==> config.mk <==
export PLATFORM = sky130hd
export DESIGN_NAME = charlieplex_scanner
export DESIGN_NICKNAME = d
export VERILOG_FILES = /design/src/rtl/charlieplex_scanner.sv
export SDC_FILE = /design/constraint.sdc
export NUM_CORES = 1
export LEC_CHECK = 0
export BUFFER_PORTS_ARGS = -buffer_cell sky130_fd_sc_hd__buf_2
export CORE_UTILIZATION = 54
export DETAILED_ROUTE_END_ITERATION = 6
export PLACE_DENSITY = 0.74
export SLEW_MARGIN = 20
export SYNTH_ARGS = -nofsm -noshare
export SYNTH_HDL_FRONTEND = slang
export SYNTH_SLANG_ARGS = --single-unit
==> constraint.sdc <==
create_clock -name clk -period 1.82 [get_ports clk]
set_input_delay 0.546 -clock clk [delete_from_list [all_inputs] [get_ports clk]]
set_output_delay 0.546 -clock clk [all_outputs]
set_load 0.02 [all_outputs]
==> src/rtl/charlieplex_scanner.sv <==
// Charlieplexed key-matrix scanner: row drive, 2-FF sync, frame commit.
// Optional per-key debounce when CHARLIEPLEX_SCANNER_DEBOUNCE_EN is defined.
module charlieplex_scanner #(
  parameter int PINCOUNT = 4,
  parameter int SETTLE   = 4
) (
  input  logic                             clk,
  input  logic                             rst,
  input  logic                             enable,
  input  logic [PINCOUNT-1:0]              pin_in,
  output logic [PINCOUNT-1:0]              out_en,
  output logic [PINCOUNT-1:0]              out_value,
  output logic [PINCOUNT*(PINCOUNT-1)-1:0] keys,
  output logic                             frame_done,
  output logic                             changed
);

  localparam int NK = PINCOUNT * (PINCOUNT - 1);
  localparam int RW = (PINCOUNT > 2) ? $clog2(PINCOUNT) : 1;
  localparam int CW = $clog2(SETTLE);

  typedef enum logic [1:0] {
    IDLE,
    DRIVE,
    GAP,
    COMMIT
  } state_t;

  state_t state, state_n;
  logic [RW-1:0] row, row_n;
  logic [CW-1:0] cnt, cnt_n;
  logic [PINCOUNT-1:0] sync1, sync2;
  logic [NK-1:0] raw, raw_n, keys_n;
  logic commit;

  assign out_value = '0;
  assign commit = (state == COMMIT) && enable;

  always_comb begin
    out_en = '0;
    if (state == DRIVE) out_en[row] = 1'b1;
  end

  always_comb begin
    state_n = state;
    row_n   = row;
    cnt_n   = cnt;
    raw_n   = raw;
    unique case (state)
      IDLE: begin
        if (enable) begin
          state_n = DRIVE;
          row_n   = '0;
          cnt_n   = '0;
        end
      end
      DRIVE: begin
        if (cnt == CW'(SETTLE - 1)) begin
          state_n = GAP;
          for (int y = 0; y < PINCOUNT; y++)
            for (int x = 0; x < PINCOUNT; x++)
              if (x != y && row == RW'(y))
                raw_n[y*(PINCOUNT-1) + ((x < y) ? x : x - 1)] = ~sync2[x];
        end else begin
          cnt_n = cnt + 1'b1;
        end
      end
      GAP: begin
        if (row == RW'(PINCOUNT - 1)) begin
          state_n = COMMIT;
        end else begin
          state_n = DRIVE;
          row_n   = row + 1'b1;
          cnt_n   = '0;
        end
      end
      COMMIT: begin
        state_n = DRIVE;
        row_n   = '0;
        cnt_n   = '0;
      end
    endcase
    // Abort: partial frame is thrown away, committed keys untouched.
    if (!enable) begin
      state_n = IDLE;
      row_n   = '0;
      cnt_n   = '0;
      raw_n   = '0;
    end
  end

`ifdef CHARLIEPLEX_SCANNER_DEBOUNCE_EN
  logic [1:0] dcnt [NK];
  logic [1:0] dcnt_n [NK];

  always_comb begin
    keys_n = keys;
    for (int k = 0; k < NK; k++) begin
      dcnt_n[k] = '0;
      if (raw[k] != keys[k]) begin
        if (dcnt[k] == 2'd2) keys_n[k] = ~keys[k];
        else dcnt_n[k] = dcnt[k] + 2'd1;
      end
    end
  end

  always_ff @(posedge clk) begin
    if (rst) begin
      for (int k = 0; k < NK; k++) dcnt[k] <= '0;
    end else if (commit) begin
      for (int k = 0; k < NK; k++) dcnt[k] <= dcnt_n[k];
    end
  end
`else
  assign keys_n = raw;
`endif

  always_ff @(posedge clk) begin
    if (rst) begin
      state      <= IDLE;
      row        <= '0;
      cnt        <= '0;
      sync1      <= '1;
      sync2      <= '1;
      raw        <= '0;
      keys       <= '0;
      frame_done <= 1'b0;
      changed    <= 1'b0;
    end else begin
      state      <= state_n;
      row        <= row_n;
      cnt        <= cnt_n;
      sync1      <= pin_in;
      sync2      <= sync1;
      raw        <= raw_n;
      frame_done <= commit;
      changed    <= commit && (keys_n != keys);
      if (commit) keys <= keys_n;
    end
  end

endmodule

==> results of run 1 <==
==> logic make-up (layout without fill, tap and decap cells) <==
group,after synthesis,after routing
xor gates and xnor gates,12,12
AOI/OAI and AO/OA,32,32
adders and majority gates,8,8
other,1,4
buffers and inverters,21,43
and+or+nand+nor,74,74
muxes,1,1
DFF,40,40
==> per-layer routing <==
metal  vias to the layer above  part of all wire  wire (µm)
li1                        656                 -          -
met1                       630              0.42       1410
met2                        31              0.52       1760
met3                         7             0.039        131
met4                         0             0.018         59
met5                         -                 0          0
==> placed cells by master, fill, tap and decap left out, drive strengths merged <==
cell type | synthesis | routed
or2 | 8 | 8
nand2 | 28 | 28
a31oi | 1 | 1
a211oi | 12 | 12
inv | 6 | 6
nand4 | 3 | 3
clkinv | 0 | 2
mux2i | 1 | 1
clkbuf | 5 | 7
nor2 | 21 | 21
and3 | 4 | 4
xnor2 | 12 | 12
nand2b | 3 | 3
and2 | 5 | 5
dfxtp | 40 | 40
a22oi | 1 | 1
ha | 8 | 8
a21oi | 16 | 16
conb | 1 | 4
buf | 10 | 28
o211ai | 1 | 1
nor3 | 2 | 2
o21ai | 1 | 1
==> state kept, by name, indices dropped and copies added, names as in the netlist <==
signal	flops
changed	1
row	2
state	2
sync2	4
keys_n	12
frame_done	1
sync1	4
keys	12
cnt	2
==> Yosys cell counts, drive strengths merged <==
cell type  instances  area, µm²
nand4              3       18.8
dfxtp             40        801
o21ai              1       5.00
xnor2             12        105
a21oi             16       80.1
ha                 8        100
or2                8       50.1
a31oi              1       6.26
nand2             28        105
inv                6       22.5
clkbuf             5       18.8
mux2i              1       10.0
nand2b             3       18.8
conb               1       3.75
buf               10       75.1
a22oi              1       7.51
a211oi            12        120
nor2              21       93.8
and3               4       25.0
o211ai             1       7.51
and2               5       31.3
nor3               2       10.0
==> area by class of cell <==
type | count | area, µm² | share of cell area
multi-input cells | 131 | 880 | 0.437
flip-flops and latches | 40 | 811 | 0.403
repair buffers | 29 | 176 | 0.0876
well taps | 44 | 55.1 | 0.0273
clock buffers | 6 | 51.3 | 0.0255
inverters | 6 | 30.0 | 0.0149
clock inverters | 2 | 10.0 | 0.00497
==> stage by stage <==
step                instance area, µm²  total power, mW  cells  TNS (ns)  hold slack [ns]
floorplan                         1730            0.979    192         0            0.389
global placement                  1820            0.990    247         0            0.392
detailed placement                1820            0.996    247         0            0.397
CTS                               1930             1.46    256   -0.0198            0.360
global route                      2010             1.52    258   -0.0516            0.352
finish                            2010             1.46    258         0            0.369
==> power by group <==
| group | total, mW | switching (mW) | internal [mW] | leakage, nW |
|---|---|---|---|---|
| Clock | 0.465 | 0.282 | 0.184 | 0.0380 |
| Sequential | 0.897 | 0.0107 | 0.886 | 0.327 |
| Combinational | 0.0969 | 0.0573 | 0.0396 | 0.412 |
| Total | 1.46 | 0.350 | 1.11 | 0.777 |
==> timing repair <==
action	CTS	global route
pin swaps	0	6
setup buffers	1	2
setup endpoints to repair	4	4
gates cloned	0	0
gates resized for setup	17	14
==> final timing paths <==
check / start / to / depth (start not counted) / slack [ns]
worst min register to register: sync1[2] / sync2[2] / 1 / 0.42
worst min-delay path: pin_in[0] / sync1[0] / 2 / 0.37
worst max-delay path: row[0] / out_en[0] / 4 / 0.04
worst max register to register: state[1] / row[1] / 7 / 0.37
==> impl_metrics.env, run 1 <==
export IMPL_firstDrtPassIters=4
export IMPL_ys_types=26
export IMPL_ys_seq_area_frac=0.467
export IMPL_setup_ws_ns=0.0378
export IMPL_grt_overflow_total=0
export IMPL_routed_wl_mm=3.35
export IMPL_port_buffers=24
export IMPL_use_met1=0.249
export IMPL_grt_use_met2=0.378
export IMPL_clock_fmax_mhz=561
export IMPL_period_share=0.979
export IMPL_maxCapViolCount=0
export IMPL_synthMuxAreaShare=0.00584
export IMPL_worstSetupStartpointType="register"
export IMPL_wl_per_cell_um=13.0
export IMPL_final_hold_violation_count=0
export IMPL_clk_pin_slew_ns=0.11
export IMPL_use_met3=0.0615
export IMPL_min_path_type="in -> reg"
export IMPL_gr_usage_all_layers=0.217
export IMPL_start_util=0.567
export IMPL_avgSynthCellArea_um2=9.08
export IMPL_synthAdderAreaFrac=0.0584
export IMPL_grt_pass1_vias=1190
export IMPL_netlist_instances=189
export IMPL_drc_errors=0
export IMPL_netlist_area_mm2=0.00172
export IMPL_synth_compound_area_frac=0.132
export IMPL_hold_buffers=0
export IMPL_dp_slack_ns=0.218
export IMPL_cts_tree="yes"
export IMPL_dr_total_vias=1324
export IMPL_antenna_cells=0
export IMPL_final_util=0.665
export IMPL_fin_nets=228
export IMPL_drtIter0Drc=71
export IMPL_clk_latency_ns=0.35
export IMPL_synth_top_family_by_area="simple AND/OR/NAND/NOR gates"
export IMPL_synthXorXnorAreaFrac=0.0613
export IMPL_num_fill_cells=245
export IMPL_finalClockSkew_ns=0.00517
export IMPL_core_mm2=0.00303
export IMPL_grt_antenna_before_repair=0
export IMPL_busiest_layer="met2"
export IMPL_crit_family="flip-flops"
export IMPL_final_antenna_net_count=0
export IMPL_dieArea_mm2=0.00341
export IMPL_htreeDepth=2
export IMPL_cts_buffer_depth=2
export IMPL_drive_gt1_frac=0.332
export IMPL_cp_data_arrival_time_ns=1.24
export IMPL_row_count=20
export IMPL_num_io_pins=29
export IMPL_required_ns=1.27
export IMPL_finalSetupViolations=0
export IMPL_critPathSlowestCell="dfxtp_4"
export IMPL_p_leak_nw=0.777
export IMPL_synth_simple_gate_area_frac=0.206
export IMPL_crit_path_end_kind="output port"
export IMPL_fin_crit_ns=1.78
export IMPL_gp_congestion=0.753
export IMPL_rsz0062_at_grt="true"
export IMPL_maxSlewViolCount=0
export IMPL_worstSetupPathType="reg -> out"
export IMPL_synth_seq_cells=40
export IMPL_hpwlAfterDp_mm=2.41
export IMPL_irDropWorstVdd_v=0.000531
export IMPL_max_stage_delay_ns=0.42
export IMPL_die_h_um=58.4
export IMPL_cts_root_buffer="clkbuf_4"
export IMPL_syn_to_final_growth_pct=17.4
export IMPL_die_width_um=58.4
export IMPL_cts_sinks=40
export IMPL_crit_chain="inv_4 > ha_4 > and2_4 > buf_6"
export IMPL_p_per_area_mw_per_mm2=725
export IMPL_status="complete, no violations"
export IMPL_grt_pass1_wl_mm=5.44
export IMPL_grt_max_degree=22
export IMPL_cts_buffers=5
export IMPL_worstPathMaxFanout=4
export IMPL_vias_per_cell=5.13
export IMPL_critPathBufInv=2
export IMPL_yosys_warnings=0
Power figures use the tool's default switching activity.
==> run 2, diff against run 1 <==
- CORE_MARGIN: not set -> 3
- CORE_UTILIZATION: 54 -> 49
- CTS_BUF_LIST: not set -> sky130_fd_sc_hd__clkbuf_8
- PLACE_DENSITY: 0.74 -> 0.68
==> run 2 against run 1 <==
Against the previous run:
- highest routed layer unchanged
- utilization decreased by 6.2 points
- final area fell by 4.0%
- final cell count decreased by 1.9%
==> impl_metrics.env, run 2 (synthesis results as in run 1) <==
export IMPL_cp_data_arrival_time_ns=1.20
export IMPL_num_fill_cells=291
export IMPL_layout_common_cells="dfxtp_1 (36), nand2_1 (28), buf_2 (23)"
export IMPL_critPathBufInv=1
export IMPL_grt_pass1_vias=1186
export IMPL_gr_usage_all_layers=0.166
export IMPL_critPathSlowestCell="dfxtp_2"
export IMPL_fin_crit_ns=1.75
export IMPL_finalSetupTns_ns=0
export IMPL_period_share=0.960
export IMPL_status="complete, no violations"
export IMPL_grt_overflow_total=0
export IMPL_maxCapViolCount=0
export IMPL_cts_buffer_depth=2
export IMPL_gp_congestion=0.762
export IMPL_finalSetupViolations=0
export IMPL_dieArea_mm2=0.00425
export IMPL_p_leak_nw=0.760
export IMPL_worstSetupStartpointType="register"
export IMPL_pwr_share_comb=0.050
export IMPL_timing_hold_ws_ns=0.409
export IMPL_final_hold_violation_count=0
export IMPL_core_mm2=0.00320
export IMPL_drtIter0Drc=43
export IMPL_grt_max_degree=22
export IMPL_final_antenna_net_count=0
export IMPL_routed_wl_mm=3.15
export IMPL_clk_pin_slew_ns=0.07
export IMPL_final_common_cell="dfxtp_1"
export IMPL_rsz0062_at_grt="false"
export IMPL_crit_family="flip-flops"
export IMPL_start_util=0.536
export IMPL_cts_tree="yes"
export IMPL_p_int_mw=1.26
export IMPL_num_io_pins=29
export IMPL_die_width_um=65.2
export IMPL_cts_buffers=5
export IMPL_max_stage_delay_ns=0.34
export IMPL_worstPathMaxFanout=5
export IMPL_required_ns=1.27
export IMPL_vias_per_cell=4.98
export IMPL_antenna_cells=0
export IMPL_p_per_area_mw_per_mm2=822
export IMPL_die_h_um=65.2
export IMPL_min_path_type="reg -> reg"
export IMPL_irDropWorstVdd_v=0.000527
export IMPL_firstDrtPassIters=4
export IMPL_clock_fmax_mhz=572
export IMPL_maxSlewViolCount=0
export IMPL_fin_nets=224
export IMPL_grt_antenna_before_repair=0
export IMPL_cts_root_buffer="clkbuf_8"
export IMPL_seq_power_share=0.566
export IMPL_cts_setup_buffers=0
export IMPL_clockPowerShare=0.384
export IMPL_drive_gt1_frac=0.278
export IMPL_finalClockSkew_ns=0.00551
export IMPL_crit_chain="ha_1 > and2_1 > buf_2"
export IMPL_grt_pass1_wl_mm=5.39
export IMPL_switching_share=0.210
export IMPL_switchingPower_mw=0.333
export IMPL_hpwlAfterDp_mm=2.32
export IMPL_row_count=20
export IMPL_hold_buffers=0
export IMPL_cts_sinks=40
export IMPL_drc_errors=0
export IMPL_syn_to_final_growth_pct=12.6
export IMPL_dr_total_vias=1259
export IMPL_worstSetupPathType="reg -> out"
export IMPL_clk_latency_ns=0.28
export IMPL_crit_path_end_kind="output port"
export IMPL_wl_per_cell_um=12.5
export IMPL_htreeDepth=2
export IMPL_port_buffers=24
## run 2: power groups by stage
| stage | registers (mW) | clock network (mW) | logic, mW |
|---|---|---|---|
| detailed placement | 0.917 | 0 | 0.0758 |
| global route | 0.899 | 0.659 | 0.0891 |
| floorplan | 0.914 | 0 | 0.0644 |
| finish | 0.898 | 0.610 | 0.0797 |
| CTS | 0.897 | 0.622 | 0.0787 |
| global placement | 0.916 | 0 | 0.0727 |
## run 2: stage by stage
step	total power [mW]	setup WS [ns]	instance area [µm²]	utilization	instances
after floorplan	0.979	0.354	1730	-	192
after global placement	0.988	0.290	1820	0.567	246
after detailed placement	0.993	0.233	1820	0.567	246
after CTS	1.60	0.00124	1920	0.601	253
after global routing	1.65	0.00734	1930	0.603	253
final	1.59	0.0733	1930	0.603	253
## run 2: worst reg2reg max path, stage by stage (launching register included)
cell	delay, ns
dfxtp_2	0.38
inv_1	0.06
ha_1	0.23
a21oi_1	0.32
nor2_1	0.08
a31oi_1	0.16
nor2_1	0.05
## run 2: layout make-up
| cell class | count | area (µm²) | share of cell area |
|---|---|---|---|
| Sequential cell | 40 | 806 | 0.417 |
| Multi-Input combinational cell | 131 | 822 | 0.426 |
| Timing Repair Buffer | 25 | 130 | 0.0674 |
| Clock buffer | 7 | 96.3 | 0.0499 |
| Inverter | 6 | 22.5 | 0.0117 |
| Tap cell | 44 | 55.1 | 0.0285 |
## run 2: routing by layer
layer	share of wire	up-vias	track usage	wire length, µm
met1	0.46	569	0.220	1470
li1	-	650	-	-
met4	0.017	0	0.0699	53
met3	0.050	6	0.0462	159
met5	0	-	0	0
met2	0.47	34	0.254	1480
## run 2: what timing repair did
| item | in CTS | in global routing |
|---|---|---|
| endpoints found under the hold margin | 0 | 0 |
| setup endpoints to repair | 4 | 4 |
| resized for setup | 2 | 6 |
## run 2: final timing paths
kind	start	end	cells past startpoint	slack, ns
setup reg to reg	state[0]	row[1]	6	0.42
hold reg to reg	sync1[0]	sync2[0]	1	0.41
setup / recovery	row[0]	out_en[3]	3	0.07
hold / removal	sync1[0]	sync2[0]	1	0.41
==> run 3, diff against run 2 <==
- PLACE_DENSITY: 0.68 -> 0.78
==> run 3 against run 2 <==
Against the previous run:
- non-clock buffer count stayed put
- worst hold slack better by 0.0023 ns
- routed wire length is 6.6% lower
==> impl_metrics.env, run 3 (synthesis results as in run 1) <==
export IMPL_status="complete, no violations"
export IMPL_syn_to_final_growth_pct=12.1
export IMPL_cp_data_arrival_time_ns=1.19
export IMPL_dp_slack_ns=0.254
export IMPL_final_common_cell="dfxtp_1"
export IMPL_finalSetupTns_ns=0
export IMPL_antenna_cells=0
export IMPL_switching_share=0.216
export IMPL_cts_setup_buffers=0
export IMPL_worstSetupPathType="reg -> out"
export IMPL_rr_startpoint="state[0]"
export IMPL_finalSetupViolations=0
export IMPL_p_leak_nw=0.763
export IMPL_crit_path_end_kind="output port"
export IMPL_p_per_area_mw_per_mm2=806
export IMPL_cts_root_buffer="clkbuf_8"
export IMPL_clk_pin_slew_ns=0.07
export IMPL_cts_resized=2
export IMPL_required_ns=1.27
export IMPL_register_area_um2=806
export IMPL_die_h_um=65.2
export IMPL_finalClockSkew_ns=0.00699
export IMPL_vias_per_cell=4.92
export IMPL_hpwlAfterDp_mm=2.16
export IMPL_crit_family="flip-flops"
export IMPL_wl_per_cell_um=11.6
export IMPL_row_count=20
export IMPL_core_mm2=0.00320
export IMPL_port_buffers=24
export IMPL_crit_chain="inv_1 > ha_1 > and2_1 > buf_2"
export IMPL_grt_antenna_before_repair=0
export IMPL_cp_depth=4
export IMPL_critPathBufInv=2
export IMPL_firstDrtPassIters=4
export IMPL_htreeDepth=2
export IMPL_die_width_um=65.2
export IMPL_multi_input_area_um2=822
export IMPL_critPathSlowestCell="dfxtp_2"
export IMPL_clock_fmax_mhz=575
export IMPL_min_path_type="reg -> reg"
export IMPL_gr_usage_all_layers=0.151
export IMPL_cts_tree="yes"
export IMPL_gp_congestion=0.761
export IMPL_grt_overflow_total=0
export IMPL_cts_buffers=5
export IMPL_pwr_share_comb=0.050
export IMPL_seq_power_share=0.580
export IMPL_drtIter0Drc=44
export IMPL_final_hold_violation_count=0
export IMPL_p_int_mw=1.21
export IMPL_cts_buffer_depth=2
export IMPL_crit_end="out_en[1]"
export IMPL_hold_buffers=0
export IMPL_maxCapViolCount=0
export IMPL_dieArea_mm2=0.00425
export IMPL_grt_pass1_wl_mm=4.95
export IMPL_period_share=0.956
export IMPL_critPathLaunch="row[1]"
export IMPL_clk_latency_ns=0.28
export IMPL_grt_max_degree=22
export IMPL_maxSlewViolCount=0
export IMPL_drc_errors=0
export IMPL_fin_nets=224
export IMPL_layout_common_cells="dfxtp_1 (36), nand2_1 (28), buf_2 (24)"
export IMPL_num_fill_cells=297
export IMPL_dr_total_vias=1249
export IMPL_r2r_end="row[1]"
export IMPL_drive_gt1_frac=0.271
export IMPL_start_util=0.536
export IMPL_fin_crit_ns=1.74
export IMPL_grt_pass1_vias=1128
export IMPL_setup_ws_ns=0.0800
export IMPL_cts_sinks=40
export IMPL_num_io_pins=29
export IMPL_rsz0062_at_grt="false"
export IMPL_irDropWorstVdd_v=0.000493
export IMPL_r2r_slack_ns=0.47
export IMPL_routed_wl_mm=2.95
export IMPL_max_stage_delay_ns=0.34
export IMPL_clockPowerShare=0.370
export IMPL_worstPathMaxFanout=3
export IMPL_switchingPower_mw=0.335
export IMPL_final_antenna_net_count=0
export IMPL_r2r_cells=6
export IMPL_worstSetupStartpointType="register"
-- run 3: worst min path at each step --
stage                   from       end  slack, ns  depth (start not counted)
global placement    sync1[2]  sync2[2]       0.39                          1
detailed placement  sync1[0]  sync2[0]       0.40                          1
global route        sync1[1]  sync2[1]       0.43                          1
finish              sync1[0]  sync2[0]       0.41                          1
CTS                 sync1[0]  sync2[0]       0.42                          1
floorplan           sync1[0]  sync2[0]       0.39                          1
-- run 3: power by group through the flow --
stage	Combinational (mW)	Clock [mW]	Sequential, mW
finish	0.0776	0.574	0.898
global route	0.0878	0.629	0.899
CTS	0.0755	0.585	0.896
detailed placement	0.0749	0	0.917
global placement	0.0734	0	0.916
floorplan	0.0644	0	0.914
-- run 3: worst reg2reg max path: stages, from the launching register on --
cell and delay, ns:
dfxtp_2 0.38, inv_1 0.06, ha_1 0.23, a21oi_1 0.29, nor2_1 0.07, a31oi_1 0.16, nor2_1 0.05
-- run 3: stage by stage --
step	instance area (µm²)	total power, mW	util	hold WS [ns]	std cells
floorplan	1730	0.979	-	0.389	192
global placement	1820	0.989	0.567	0.391	246
detailed placement	1820	0.991	0.567	0.399	246
CTS	1910	1.56	0.596	0.416	254
global route	1920	1.62	0.600	0.433	254
finish	1920	1.55	0.600	0.411	254
-- run 3: cell type report --
class / count / share of cell area
clock buffer: 6 / 0.0429
inverter: 6 / 0.0117
clock inverter: 2 / 0.00390
multi-input combinational: 131 / 0.427
timing repair buffer: 25 / 0.0664
sequential: 40 / 0.419
tap: 44 / 0.0286
-- run 3: per-layer routing --
metal / wire [µm] / GRT usage / share of wire / vias to the layer above
met5: 0 / 0 / 0 / -
met3: 138 / 0.0410 / 0.047 / 2
met4: 21 / 0.0699 / 0.0071 / 0
met1: 1390 / 0.187 / 0.47 / 570
li1: - / - / - / 650
met2: 1390 / 0.241 / 0.47 / 27
